<file path="config.mk">
export PLATFORM = sky130hd
export DESIGN_NAME = icetap_jtag_tap
export DESIGN_NICKNAME = d
export VERILOG_FILES = /design/src/rtl/icetap_jtag_tap.sv
export SDC_FILE = /design/constraint.sdc
export NUM_CORES = 1
export LEC_CHECK = 0
export CORE_UTILIZATION = 55
export CTS_CLUSTER_SIZE = 8
export DETAILED_ROUTE_END_ITERATION = 7
export PLACE_DENSITY = 0.86
export SLEW_MARGIN = 20
export SYNTH_ARGS = -nofsm -noshare
export SYNTH_HDL_FRONTEND = slang
export SYNTH_SLANG_ARGS = --single-unit
</file>
<file path="constraint.sdc">
create_clock -name tck -period 1.8 [get_ports tck]
set_input_delay 0.27 -clock tck [delete_from_list [all_inputs] [get_ports tck]]
set_output_delay 0.27 -clock tck [all_outputs]
set_load 0.02 [all_outputs]
</file>
<file path="src/rtl/icetap_jtag_tap.sv">
// icetap TAP controller: TMS state machine, IR, BYPASS and optional IDCODE DR.
// Define ICETAP_IDCODE_EN to build in the 32-bit IDCODE register.
module icetap_jtag_tap #(
    parameter int                    IR_LENGTH    = 4,
    parameter logic [IR_LENGTH-1:0]  IR_EXTEST    = IR_LENGTH'(4'h0),
    parameter logic [IR_LENGTH-1:0]  IR_SCAN_N    = IR_LENGTH'(4'h2),
    parameter logic [IR_LENGTH-1:0]  IR_IDCODE    = IR_LENGTH'(4'he),
    parameter logic [IR_LENGTH-1:0]  IR_BYPASS    = IR_LENGTH'(4'hf),
    parameter logic [31:0]           IDCODE_VALUE = 32'h1000_0001
) (
    input  logic tck,
    input  logic reset_,
    input  logic tms,
    input  logic tdi,
    input  logic icetap_tdo,
    output logic tdo,
    output logic tdo_oe,
    output logic test_logic_reset,
    output logic capture_dr,
    output logic shift_dr,
    output logic update_dr,
    output logic scan_n_ir,
    output logic extest_ir
);

    typedef enum logic [3:0] {
        TLR, RTI,
        SEL_DR, CAP_DR, SHIFT_DR, EXIT1_DR, PAUSE_DR, EXIT2_DR, UPD_DR,
        SEL_IR, CAP_IR, SHIFT_IR, EXIT1_IR, PAUSE_IR, EXIT2_IR, UPD_IR
    } state_t;

`ifdef ICETAP_IDCODE_EN
    localparam logic [IR_LENGTH-1:0] IR_RESET = IR_IDCODE;
`else
    localparam logic [IR_LENGTH-1:0] IR_RESET = IR_BYPASS;
`endif

    state_t               state;
    state_t               state_nxt;
    logic [IR_LENGTH-1:0] ir;
    logic [IR_LENGTH-1:0] ir_sr;
    logic                 bypass;
    logic                 sel_idcode;
    logic                 idcode_bit;

    always_ff @(posedge tck) begin
        if (!reset_) begin
            state <= TLR;
        end else begin
            state <= state_nxt;
        end
    end

    always_comb begin
        state_nxt = state;
        unique case (state)
            TLR:      state_nxt = tms ? TLR      : RTI;
            RTI:      state_nxt = tms ? SEL_DR   : RTI;
            SEL_DR:   state_nxt = tms ? SEL_IR   : CAP_DR;
            CAP_DR:   state_nxt = tms ? EXIT1_DR : SHIFT_DR;
            SHIFT_DR: state_nxt = tms ? EXIT1_DR : SHIFT_DR;
            EXIT1_DR: state_nxt = tms ? UPD_DR   : PAUSE_DR;
            PAUSE_DR: state_nxt = tms ? EXIT2_DR : PAUSE_DR;
            EXIT2_DR: state_nxt = tms ? UPD_DR   : SHIFT_DR;
            UPD_DR:   state_nxt = tms ? SEL_DR   : RTI;
            SEL_IR:   state_nxt = tms ? TLR      : CAP_IR;
            CAP_IR:   state_nxt = tms ? EXIT1_IR : SHIFT_IR;
            SHIFT_IR: state_nxt = tms ? EXIT1_IR : SHIFT_IR;
            EXIT1_IR: state_nxt = tms ? UPD_IR   : PAUSE_IR;
            PAUSE_IR: state_nxt = tms ? EXIT2_IR : PAUSE_IR;
            EXIT2_IR: state_nxt = tms ? UPD_IR   : SHIFT_IR;
            UPD_IR:   state_nxt = tms ? SEL_DR   : RTI;
            default:  state_nxt = TLR;
        endcase
    end

    always_ff @(posedge tck) begin
        if (!reset_) begin
            ir    <= IR_RESET;
            ir_sr <= '0;
        end else begin
            unique case (state)
                TLR:      ir    <= IR_RESET;
                CAP_IR:   ir_sr <= IR_LENGTH'(1);
                SHIFT_IR: ir_sr <= {tdi, ir_sr[IR_LENGTH-1:1]};
                UPD_IR:   ir    <= ir_sr;
                default:  ;
            endcase
        end
    end

    always_ff @(posedge tck) begin
        if (!reset_) begin
            bypass <= 1'b0;
        end else if (state == CAP_DR) begin
            bypass <= 1'b0;
        end else if (state == SHIFT_DR) begin
            bypass <= tdi;
        end
    end

`ifdef ICETAP_IDCODE_EN
    logic [31:0] idcode_sr;

    assign sel_idcode = (ir == IR_IDCODE);
    assign idcode_bit = idcode_sr[0];

    always_ff @(posedge tck) begin
        if (!reset_) begin
            idcode_sr <= '0;
        end else if (sel_idcode && state == CAP_DR) begin
            idcode_sr <= IDCODE_VALUE;
        end else if (sel_idcode && state == SHIFT_DR) begin
            idcode_sr <= {tdi, idcode_sr[31:1]};
        end
    end
`else
    // IDCODE opcode falls through to bypass in this build
    logic unused_idcode;

    assign unused_idcode = ^{IR_IDCODE, IDCODE_VALUE};
    assign sel_idcode    = 1'b0;
    assign idcode_bit    = 1'b0;
`endif

    assign test_logic_reset = (state == TLR);
    assign capture_dr       = (state == CAP_DR);
    assign shift_dr         = (state == SHIFT_DR);
    assign update_dr        = (state == UPD_DR);
    assign tdo_oe           = (state == SHIFT_DR) || (state == SHIFT_IR);
    assign scan_n_ir        = (ir == IR_SCAN_N);
    assign extest_ir        = (ir == IR_EXTEST);

    always_comb begin
        tdo = 1'b0;
        if (state == SHIFT_IR) begin
            tdo = ir_sr[0];
        end else if (state == SHIFT_DR) begin
            if (scan_n_ir || extest_ir) begin
                tdo = icetap_tdo;
            end else if (sel_idcode) begin
                tdo = idcode_bit;
            end else begin
                tdo = bypass;
            end
        end
    end

endmodule
</file>
* Yosys cells after proc, flatten, opt, wreduce, memory -nomap -nowiden
Index checks and enable logic that the tools add are counted.
** Storage, ports and cells
- Memories :: 0
- Bits in latches :: 0
- RAM bits :: 0
- Flip-flop bits (word level) :: 13
- Bits in read-only memories :: 0
- Word-level logic and storage cells :: 49
** Operators by class
- Eq/ne operators :: 16
- Multiplexer cells :: 18
- Shift-type cells :: 0
- $add $sub $neg :: 0
- Order comparisons :: 0
- Div/mod/pow operators :: 0
- $mul :: 0
- Bitwise operators :: 1
- Reduce and logical (&&, ||, !) cells :: 10
** Operators with widths (count)
- case mux 4 bit (12 select lines) :: 1
- equality test 4 bit (second input constant) :: 8
- equality test 4 x 3 -> 1 bit (second input constant) :: 4
- 2-to-1 mux 4 bit :: 4
- case mux 4 bit (2 select lines) :: 2
- equality test 4 x 2 -> 1 bit (second input constant) :: 3
- zero test 4 bit :: 2
- 2-to-1 mux 1 bit :: 6
- 2-to-1 mux 2 bit :: 3
- 2-to-1 mux 3 bit :: 2
- OR reduction 2 bit :: 3
- equality test 4 x 1 -> 1 bit (second input constant) :: 1
- nonzero test 2 bit :: 2
- OR reduction 3 bit :: 1
- logical OR 1 bit :: 2
- inverter 1 bit :: 1

* Longest topological paths before layout
Gate-level depths: netlist of run 1.
- Depth after elaboration :: 5
- Depth in mapped cells :: 5
- Depth with buffers taken out :: 5

* Worst setup path before layout of run 1
No wires, ideal clock.
- Path type :: register -> output
- Start point :: register state[2]
- End point :: output port tdo
- Path slack :: 343 ps
- Path buffers :: 1
- Required time :: 1530 ps
- Arrival time :: 1187 ps
- Stages on the path, launching flop included :: 4
- Cells stage by stage :: dfxtp_1 -> buf_6 -> nand3_2 -> o21ai_0
** On the way
- Cells in the longest elaborated chain, start to end :: 3
- Elaborated cells between the ends (all ways) :: 4
- Those cells by class :: eq/ne: 2; mux: 2
** RTL lines
- start, declared :: line 38 : state_t state;
- start signal, assigned :: line 50 : state <= state_nxt;
- equality test 4 x 3 -> 1 bit :: line 138 : end else if (state == SHIFT_DR) begin
- 2-to-1 mux 1 bit :: line 138
- 2-to-1 mux 1 bit (*) :: line 136 : if (state == SHIFT_IR) begin
- end, declared :: line 16 : output logic tdo,
Mark *: on every way between the ends. The rest lies on a longest branch, timed or not.

* Worst setup path in the final report of run 1
- Start point :: register state[3]
- End point :: output port capture_dr
** On the way
- Cells in the longest elaborated chain, start to end :: 1
** RTL lines
- equality test 4 x 2 -> 1 bit :: line 127 : assign capture_dr = (state == CAP_DR);
- end, declared :: line 19 : output logic capture_dr,
No other way between the ends.

==> results by group, run 1 <==
Status
  • Outcome: finished, final reports clean

Clock network
  • # clock sinks: 13
  • Insertion delay of the later-clocked pin in the worst-skew pair: 290 ps
  • Clock slew at reported path FFs: ~90 ps
  • CTS Buffer Depth: 2
  • TritonCTS clock tree: done
  • Library cell used as clock root buffer: sky130_fd_sc_hd__clkbuf_4
  • TritonCTS Buffers: 3
  • Hold Buf Count CTS: 0
  • Level count of the clock H-tree: 1

Pwr
  • Internal Pwr Total: 439 uW
  • P_sw: approximately 180 uW
  • Total power density per cell area: 599 nW/um2
  • Switch share: 0.287
  • Max VDD drop: between 0.4 and 0.5 mV
  • Share of total power in sequential cells: 0.488
  • Leak pwr: ~0.00042 uW
  • Clock Power Share: 0.308
  • Combinational cell fraction of total power: 0.204

Worst setup path
  • CP endpoint kind: primary output
  • Register-to-Register Setup Slack: roughly 500 ps
  • Critical Path Slowest Stage Cell: sky130_fd_sc_hd__dfxtp_1
  • CP peak stage delay: slightly below 400 ps
  • Worst reg2reg path startpoint: state[0]
  • Type of element launching the critical path: register
  • Number of buffer and inverter stages on the critical path: 2
  • Arrival time of the worst setup path: between 1000 and 1500 ps
  • Required @ worst endpoint: approximately 1500 ps
  • Path type of the worst setup path: reg2out
  • Critical Path, Cell by Cell: buf_4 > nor3_2 > dlygate4sd2_1
  • Origin of the worst setup path: state[3]
  • Cells on worst reg2reg path: 5
  • End point of the critical path: capture_dr
  • Dominant delay contributor by cell family on the critical path: buffers and inverters
  • Endpoint of the worst-slack reg-to-reg timing path: state[2]
  • Count of cell instances traversed by the critical path: 3
  • Top fanout value on the critical path: 6

Synthesis
  • Post-synth top area cell: sky130_fd_sc_hd__dfxtp_1
  • Synth top area share: 0.317
  • Number of synthesized flops with an enable pin: 0
  • Async set-reset flop share out of synthesis: 0
  • Most common cell in the synthesized netlist: sky130_fd_sc_hd__dfxtp_1
  • Number of instances in the synthesized netlist: 96
  • Area of the mapped netlist: about 820 um2
  • Largest cells by area after synthesis: sky130_fd_sc_hd__dfxtp_1, sky130_fd_sc_hd__buf_6, sky130_fd_sc_hd__nor3_1
  • Post-synth cell types: 38
  • Synth Warn #: 0
  • Share of the yosys chip area belonging to registers: 0.317
  • Synthesized netlist net count: roughly 100
  • Top FF cell, synth: sky130_fd_sc_hd__dfxtp_1
  • Number of synthesized register bits: 13
  • Average size of a mapped cell: between 8 and 9 um2
  • Commonest cells post-synth: sky130_fd_sc_hd__dfxtp_1, sky130_fd_sc_hd__nand2_1, sky130_fd_sc_hd__nor2_1, sky130_fd_sc_hd__nor3_1

Timing
  • Headroom to the max-slew limit: 0.777
  • Final count of hold timing violations: 0
  • Worst Hold Margin: ~480 ps
  • Setup clock skew after layout: just over 10 ps
  • Crit share post-route: 0.971
  • Crit path time final: 1750 ps
  • Achievable frequency: between 500 and 600 MHz
  • Setup-failing EPs final: 0
  • RSZ-0062 raised after global routing: false
  • Measured slew at the worst slew-check pin: ~330 ps
  • Final number of max-transition violations: 0

Placement
  • Dpl hpwl: approximately 1400 um
  • Port Buffers: 12
  • Cell Count Post-Placement: roughly 130
  • Final weighted congestion of routability-driven global placement: between 0.8 and 0.9

Global routing
  • Largest net degree at the start of global routing: 12
  • Global-route congestion overflow total: 0
  • GRT Overall Usage: 0.270
  • Antenna violations before repair: 0
  • Global-route wire length before repair: roughly 2900 um
  • Vias in the first global route: 673

Die
  • Boundary Pins: 13
  • Die width: a little over 40 um
  • Effective utilization at floorplan: 0.608
  • Number of rows created at floorplan: 13
  • Total die area: between 1500 and 2000 um2
  • Vert. Die Dim: a little over 40 um
  • Core region area: 1350 um2

Route
  • Detailed-route via count: between 800 and 900
  • DR WL/cell: about 14 um
  • Overall routed net length: between 1500 and 2000 um
  • First-pass DRT Iterations: 4
  • Total DRC errors in the routed layout: 0
  • Count of routing violations after the opening detailed-route iteration: 32
  • Number of nets with antenna violations after detailed routing: 0
  • Routed via count divided by cell count: between 6 and 7

Final layout
  • Final standard cell count with taps included and fillers excluded: 136
  • Total Nets Final: between 100 and 150
  • Number of filler cells placed in the layout: about 100
  • Share of final-layout standard cells stronger than drive strength 1: 0.256
  • Antenna cells: 0
  • Layout overhead on the synthesized area: 25.0%

Run
  • Maxcap violations: 0

Hold path
  • Class of the most critical hold timing path: reg2reg
## logic make-up after synthesis
family,share of synthesized area
mux,0.0244
simple gates,0.355
xor+xnor,0.0198
buf+inv,0.0976
flops,0.317
compound gates,0.186
## stage by stage
stage / setup WS, ps / total power, uW / instance area, um2 / util / setup TNS, ps
5_1_grt: 6.65 / 635 / 1030 / 0.760 / 0
4_1_cts: 19.6 / 608 / 1030 / 0.763 / 0
3_5_place_dp: -30.3 / 434 / 1010 / 0.747 / -30.3
3_3_place_gp: -15.5 / 431 / 1010 / 0.747 / -15.5
6_report: 52.1 / 615 / 1030 / 0.760 / 0
2_1_floorplan: 343 / 387 / 821 / - / 0
## worst min-delay path by stage
stage          startpoint        to  slack, ps  cells after the start
2_1_floorplan      reset_     ir[0]        350                      1
3_3_place_gp     ir_sr[1]  ir_sr[1]        460                      2
3_5_place_dp     ir_sr[1]  ir_sr[1]        460                      2
4_1_cts          ir_sr[1]  ir_sr[1]        480                      2
5_1_grt          ir_sr[2]  ir_sr[2]        500                      2
6_report         ir_sr[1]  ir_sr[1]        480                      2
## registers in the layout (all words and copies together) (netlist names)
name / flops
ir: 4
ir_sr: 4
state: 4
bypass: 1
## layer usage
metal | up-vias | GRT usage | routed length (um)
met5 | - | 0 | 0
met4 | 0 | 0.100 | 14
met3 | 4 | 0.0652 | 128
met2 | 38 | 0.405 | 906
met1 | 403 | 0.371 | 876
li1 | 396 | - | -
## cell usage in the layout (no fill, tap or decap), types with 2 or more instances in the layout
master	count
sky130_fd_sc_hd__o21ai_0	3
sky130_fd_sc_hd__nor2_1	8
sky130_fd_sc_hd__nor2b_1	2
sky130_fd_sc_hd__nand2_1	8
sky130_fd_sc_hd__nand2b_1	3
sky130_fd_sc_hd__nand3_1	5
sky130_fd_sc_hd__dfxtp_1	13
sky130_fd_sc_hd__clkdlybuf4s50_1	4
sky130_fd_sc_hd__mux2i_1	2
sky130_fd_sc_hd__inv_1	3
sky130_fd_sc_hd__dlygate4sd2_1	7
sky130_fd_sc_hd__and2b_1	2
sky130_fd_sc_hd__clkbuf_4	3
sky130_fd_sc_hd__buf_4	15
sky130_fd_sc_hd__nor3_1	7
sky130_fd_sc_hd__o21ai_1	4
sky130_fd_sc_hd__a21oi_1	4
sky130_fd_sc_hd__nor3_2	3
sky130_fd_sc_hd__nand4_1	2
## power groups by stage
stage	Sequential, uW	Combinational [uW]	Clock (uW)
6_report	300	125	189
4_1_cts	300	125	184
5_1_grt	300	137	198
2_1_floorplan	307	80.6	0
3_3_place_gp	306	125	0
3_5_place_dp	306	128	0
## area by class of cell
cell class	instances	area (um2)	share of cell area
Sequential cell	13	260	0.254
Inverter	4	16.3	0.0159
Tap cell	15	18.8	0.0183
Clock buffer	4	26.3	0.0256
Multi-Input combinational cell	73	485	0.473
Timing Repair Buffer	27	219	0.213
## timing repair
item	in CTS	in global routing
buffers inserted	0	0
endpoints found under the setup margin	8	1
pin swaps	0	0
gates resized for setup	9	3
## worst min-delay path: stages (launching register included)
cell                      delay (ps)
sky130_fd_sc_hd__dfxtp_1         330
sky130_fd_sc_hd__nand2_1          60
sky130_fd_sc_hd__a21oi_1          50
Power figures use the tool's default switching activity.
==> run 2: changes to the inputs <==
Settings changed: GPL_ROUTABILITY_DRIVEN from default to 0.
==> results of run 2 <==
Same layout as run 1: the final DEF is identical, and so are final timing and power.
==> run 3: changes to the inputs <==
Settings changed: ABC_CLOCK_PERIOD_IN_PS from default to 1800, PLACE_DENSITY 0.86 to 0.82.
==> results by group, run 3 (synthesis results as in run 1) <==
Status
  • Outcome: finished, final reports clean

Route
  • Number of nets with antenna violations after detailed routing: 0 (unchanged)
  • DR WL/cell: 13.4 um (-5.3%)
  • Routed via count divided by cell count: 5.75 (-7.0%)
  • Count of routing violations after the opening detailed-route iteration: 20 (-38%)
  • Metal-1 WL: 871 um (-0.57%)
  • Overall routed net length: 1810 um (-6.0%)
  • First-pass DRT Iterations: 4 (unchanged)
  • Detailed-route via count: 776 (-7.7%)
  • Uppermost metal layer occupied by signal nets: met4
  • Total DRC errors in the routed layout: 0 (unchanged)
  • Sum of met3 wire segment lengths after detailed routing: 61 um (-52%)
  • DR WL met2: 838 um (-7.5%)

Timing
  • Setup-failing EPs final: 0 (unchanged)
  • Headroom to the max-slew limit: 0.758 (-0.0196)
  • Achievable frequency: 586 MHz (+2.4%)
  • Setup clock skew after layout: 2.58 ps (-7.71 ps)
  • Crit path time final: 1710 ps (-41.6 ps)
  • RSZ-0062 raised after global routing: false
  • Final total negative setup slack: 0 ps (unchanged)
  • Crit share post-route: 0.948 (-0.0231)
  • Final count of hold timing violations: 0 (unchanged)
  • Measured slew at the worst slew-check pin: 363 ps (+29.2 ps)
  • Final number of max-transition violations: 0 (unchanged)

Worst setup path
  • Critical Path Slowest Stage Cell: sky130_fd_sc_hd__dfxtp_1
  • CP peak stage delay: 360 ps (-30 ps)
  • Register-to-Register Setup Slack: 520 ps (+20 ps)
  • Arrival time of the worst setup path: 1440 ps (-40 ps)
  • Cells on worst reg2reg path: 4 (-1)
  • Top fanout value on the critical path: 7 (+1)
  • Required @ worst endpoint: 1530 ps (about the same)
  • Number of buffer and inverter stages on the critical path: 2 (unchanged)
  • CP endpoint kind: primary output
  • Path type of the worst setup path: reg2out
  • Endpoint of the worst-slack reg-to-reg timing path: ir_sr[0]
  • Type of element launching the critical path: register
  • Dominant delay contributor by cell family on the critical path: buffers and inverters
  • Worst reg2reg path startpoint: state[2]
  • Critical Path, Cell by Cell: buf_4 > nor4_4 > clkdlybuf4s15_1

Final layout
  • Number of filler cells placed in the layout: 106 (+1.9%)
  • Share of final-layout standard cells stronger than drive strength 1: 0.250 (-0.00620)
  • Leading cell type in the layout, fill and taps excluded: sky130_fd_sc_hd__buf_4
  • Commonest cells after routing, fill and taps aside: sky130_fd_sc_hd__buf_4, sky130_fd_sc_hd__dfxtp_1, sky130_fd_sc_hd__nor2_1, sky130_fd_sc_hd__nand2_1, sky130_fd_sc_hd__nor3_1
  • Layout overhead on the synthesized area: 25.0% (unchanged)
  • Final Core Density: 0.760 (unchanged)
  • Total Nets Final: 126 (-0.79%)
  • Final standard cell count with taps included and fillers excluded: 135 (-0.74%)
  • Registers with the highest flip-flop counts: ir: 4 flops, ir_sr: 4 flops, state: 4 flops
  • Antenna cells: 0 (unchanged)

Clock network
  • TritonCTS clock tree: done
  • Buffers inserted during post-CTS setup optimization: 0 (unchanged)
  • Insertion delay of the later-clocked pin in the worst-skew pair: 280 ps (about the same)
  • Hold Buf Count CTS: 0 (unchanged)
  • Level count of the clock H-tree: 1 (unchanged)
  • Number of gates resized after cts: 9 (unchanged)
  • TritonCTS Buffers: 3 (unchanged)
  • CTS Buffer Depth: 2 (unchanged)
  • Clock slew at reported path FFs: 80 ps (about the same)
  • Library cell used as clock root buffer: sky130_fd_sc_hd__clkbuf_4
  • # clock sinks: 13 (unchanged)

Die
  • Effective utilization at floorplan: 0.608 (unchanged)
  • Number of rows created at floorplan: 13 (unchanged)
  • Core region area: 1350 um2 (unchanged)
  • Total die area: 1650 um2 (unchanged)
  • Vert. Die Dim: 40.6 um (unchanged)
  • Die width: 40.6 um (unchanged)
  • Boundary Pins: 13 (unchanged)

Global routing
  • Global-route wire length before repair: 2880 um (-1.2%)
  • Vias in the first global route: 660 (-1.9%)
  • Antenna violations before repair: 0 (unchanged)
  • Global-route congestion overflow total: 0 (unchanged)
  • GRT Overall Usage: 0.269 (-0.000523)
  • Largest net degree at the start of global routing: 13 (+1)

Pwr
  • Internal Pwr Total: 436 uW (-0.57%)
  • P_sw: 170 uW (-3.8%)
  • Total power density per cell area: 590 nW/um2 (-1.5%)
  • Max VDD drop: 0.473 mV (+15%)
  • Combinational cell fraction of total power: 0.199 (-0.005)
  • Share of total power in sequential cells: 0.495 (+0.007)
  • Leak pwr: 0.000432 uW (+2.8%)
  • Clock Power Share: 0.306 (-0.002)
  • Switch share: 0.280 (-0.00677)

Run
  • Maxcap violations: 0 (unchanged)

Placement
  • Cell Count Post-Placement: 131 (-0.76%)
  • Dpl hpwl: 1350 um (-4.2%)
  • Port Buffers: 12 (unchanged)

Hold path
  • Endpoint of the worst hold-timing path: ir_sr[2]
  • Min-Delay Path Depth: 2 (unchanged)
  • Startpoint of the lowest-slack hold path: ir_sr[2]
  • Class of the most critical hold timing path: reg2reg
-- run 3: power by group through the flow --
| stage | combinational, uW | clock, uW | sequential (uW) |
|---|---|---|---|
| after floorplan | 80.6 | 0 | 307 |
| after global placement | 120 | 0 | 306 |
| after detailed placement | 123 | 0 | 306 |
| after CTS | 120 | 191 | 299 |
| after global routing | 133 | 204 | 300 |
| final | 121 | 185 | 299 |
-- run 3: worst max-delay path by stage --
stage | slack, ps | cells after the start | end | startpoint
after floorplan | 340 | 3 | tdo | state[2]
after global placement | -8 | 4 | tdo | icetap_tdo
after detailed placement | -40 | 4 | tdo | ir[3]
after CTS | 20 | 4 | tdo | ir[3]
after global routing | 3 | 3 | test_logic_reset | state[1]
final | 90 | 3 | test_logic_reset | state[1]
-- run 3: routing by layer --
metal,vias up,track usage
li1,396,-
met1,360,0.363
met2,16,0.389
met3,4,0.0815
met4,0,0.125
met5,-,0
-- run 3: stage by stage --
| step | area [um2] | hold WS [ps] | power, uW | worst slack (ps) |
|---|---|---|---|---|
| after global placement | 1000 | 462 | 427 | -7.85 |
| final | 1030 | 479 | 606 | 93.7 |
| after CTS | 1020 | 477 | 610 | 23.3 |
| after detailed placement | 1000 | 465 | 429 | -41.6 |
| after global routing | 1030 | 488 | 637 | 3.06 |
| after floorplan | 821 | 350 | 387 | 343 |
-- run 3: final cells by class --
| class | count | area (um2) | area share |
|---|---|---|---|
| multi-input combinational | 73 | 492 | 0.479 |
| timing repair buffer | 26 | 213 | 0.207 |
| clock buffer | 4 | 26.3 | 0.0256 |
| sequential | 13 | 260 | 0.254 |
| inverter | 4 | 16.3 | 0.0159 |
| tap | 15 | 18.8 | 0.0183 |
-- run 3: tightest hold or removal path, stage by stage, from the launching register on --
cell and delay [ps]:
sky130_fd_sc_hd__dfxtp_1 330, sky130_fd_sc_hd__nand2_1 60, sky130_fd_sc_hd__a21oi_1 50
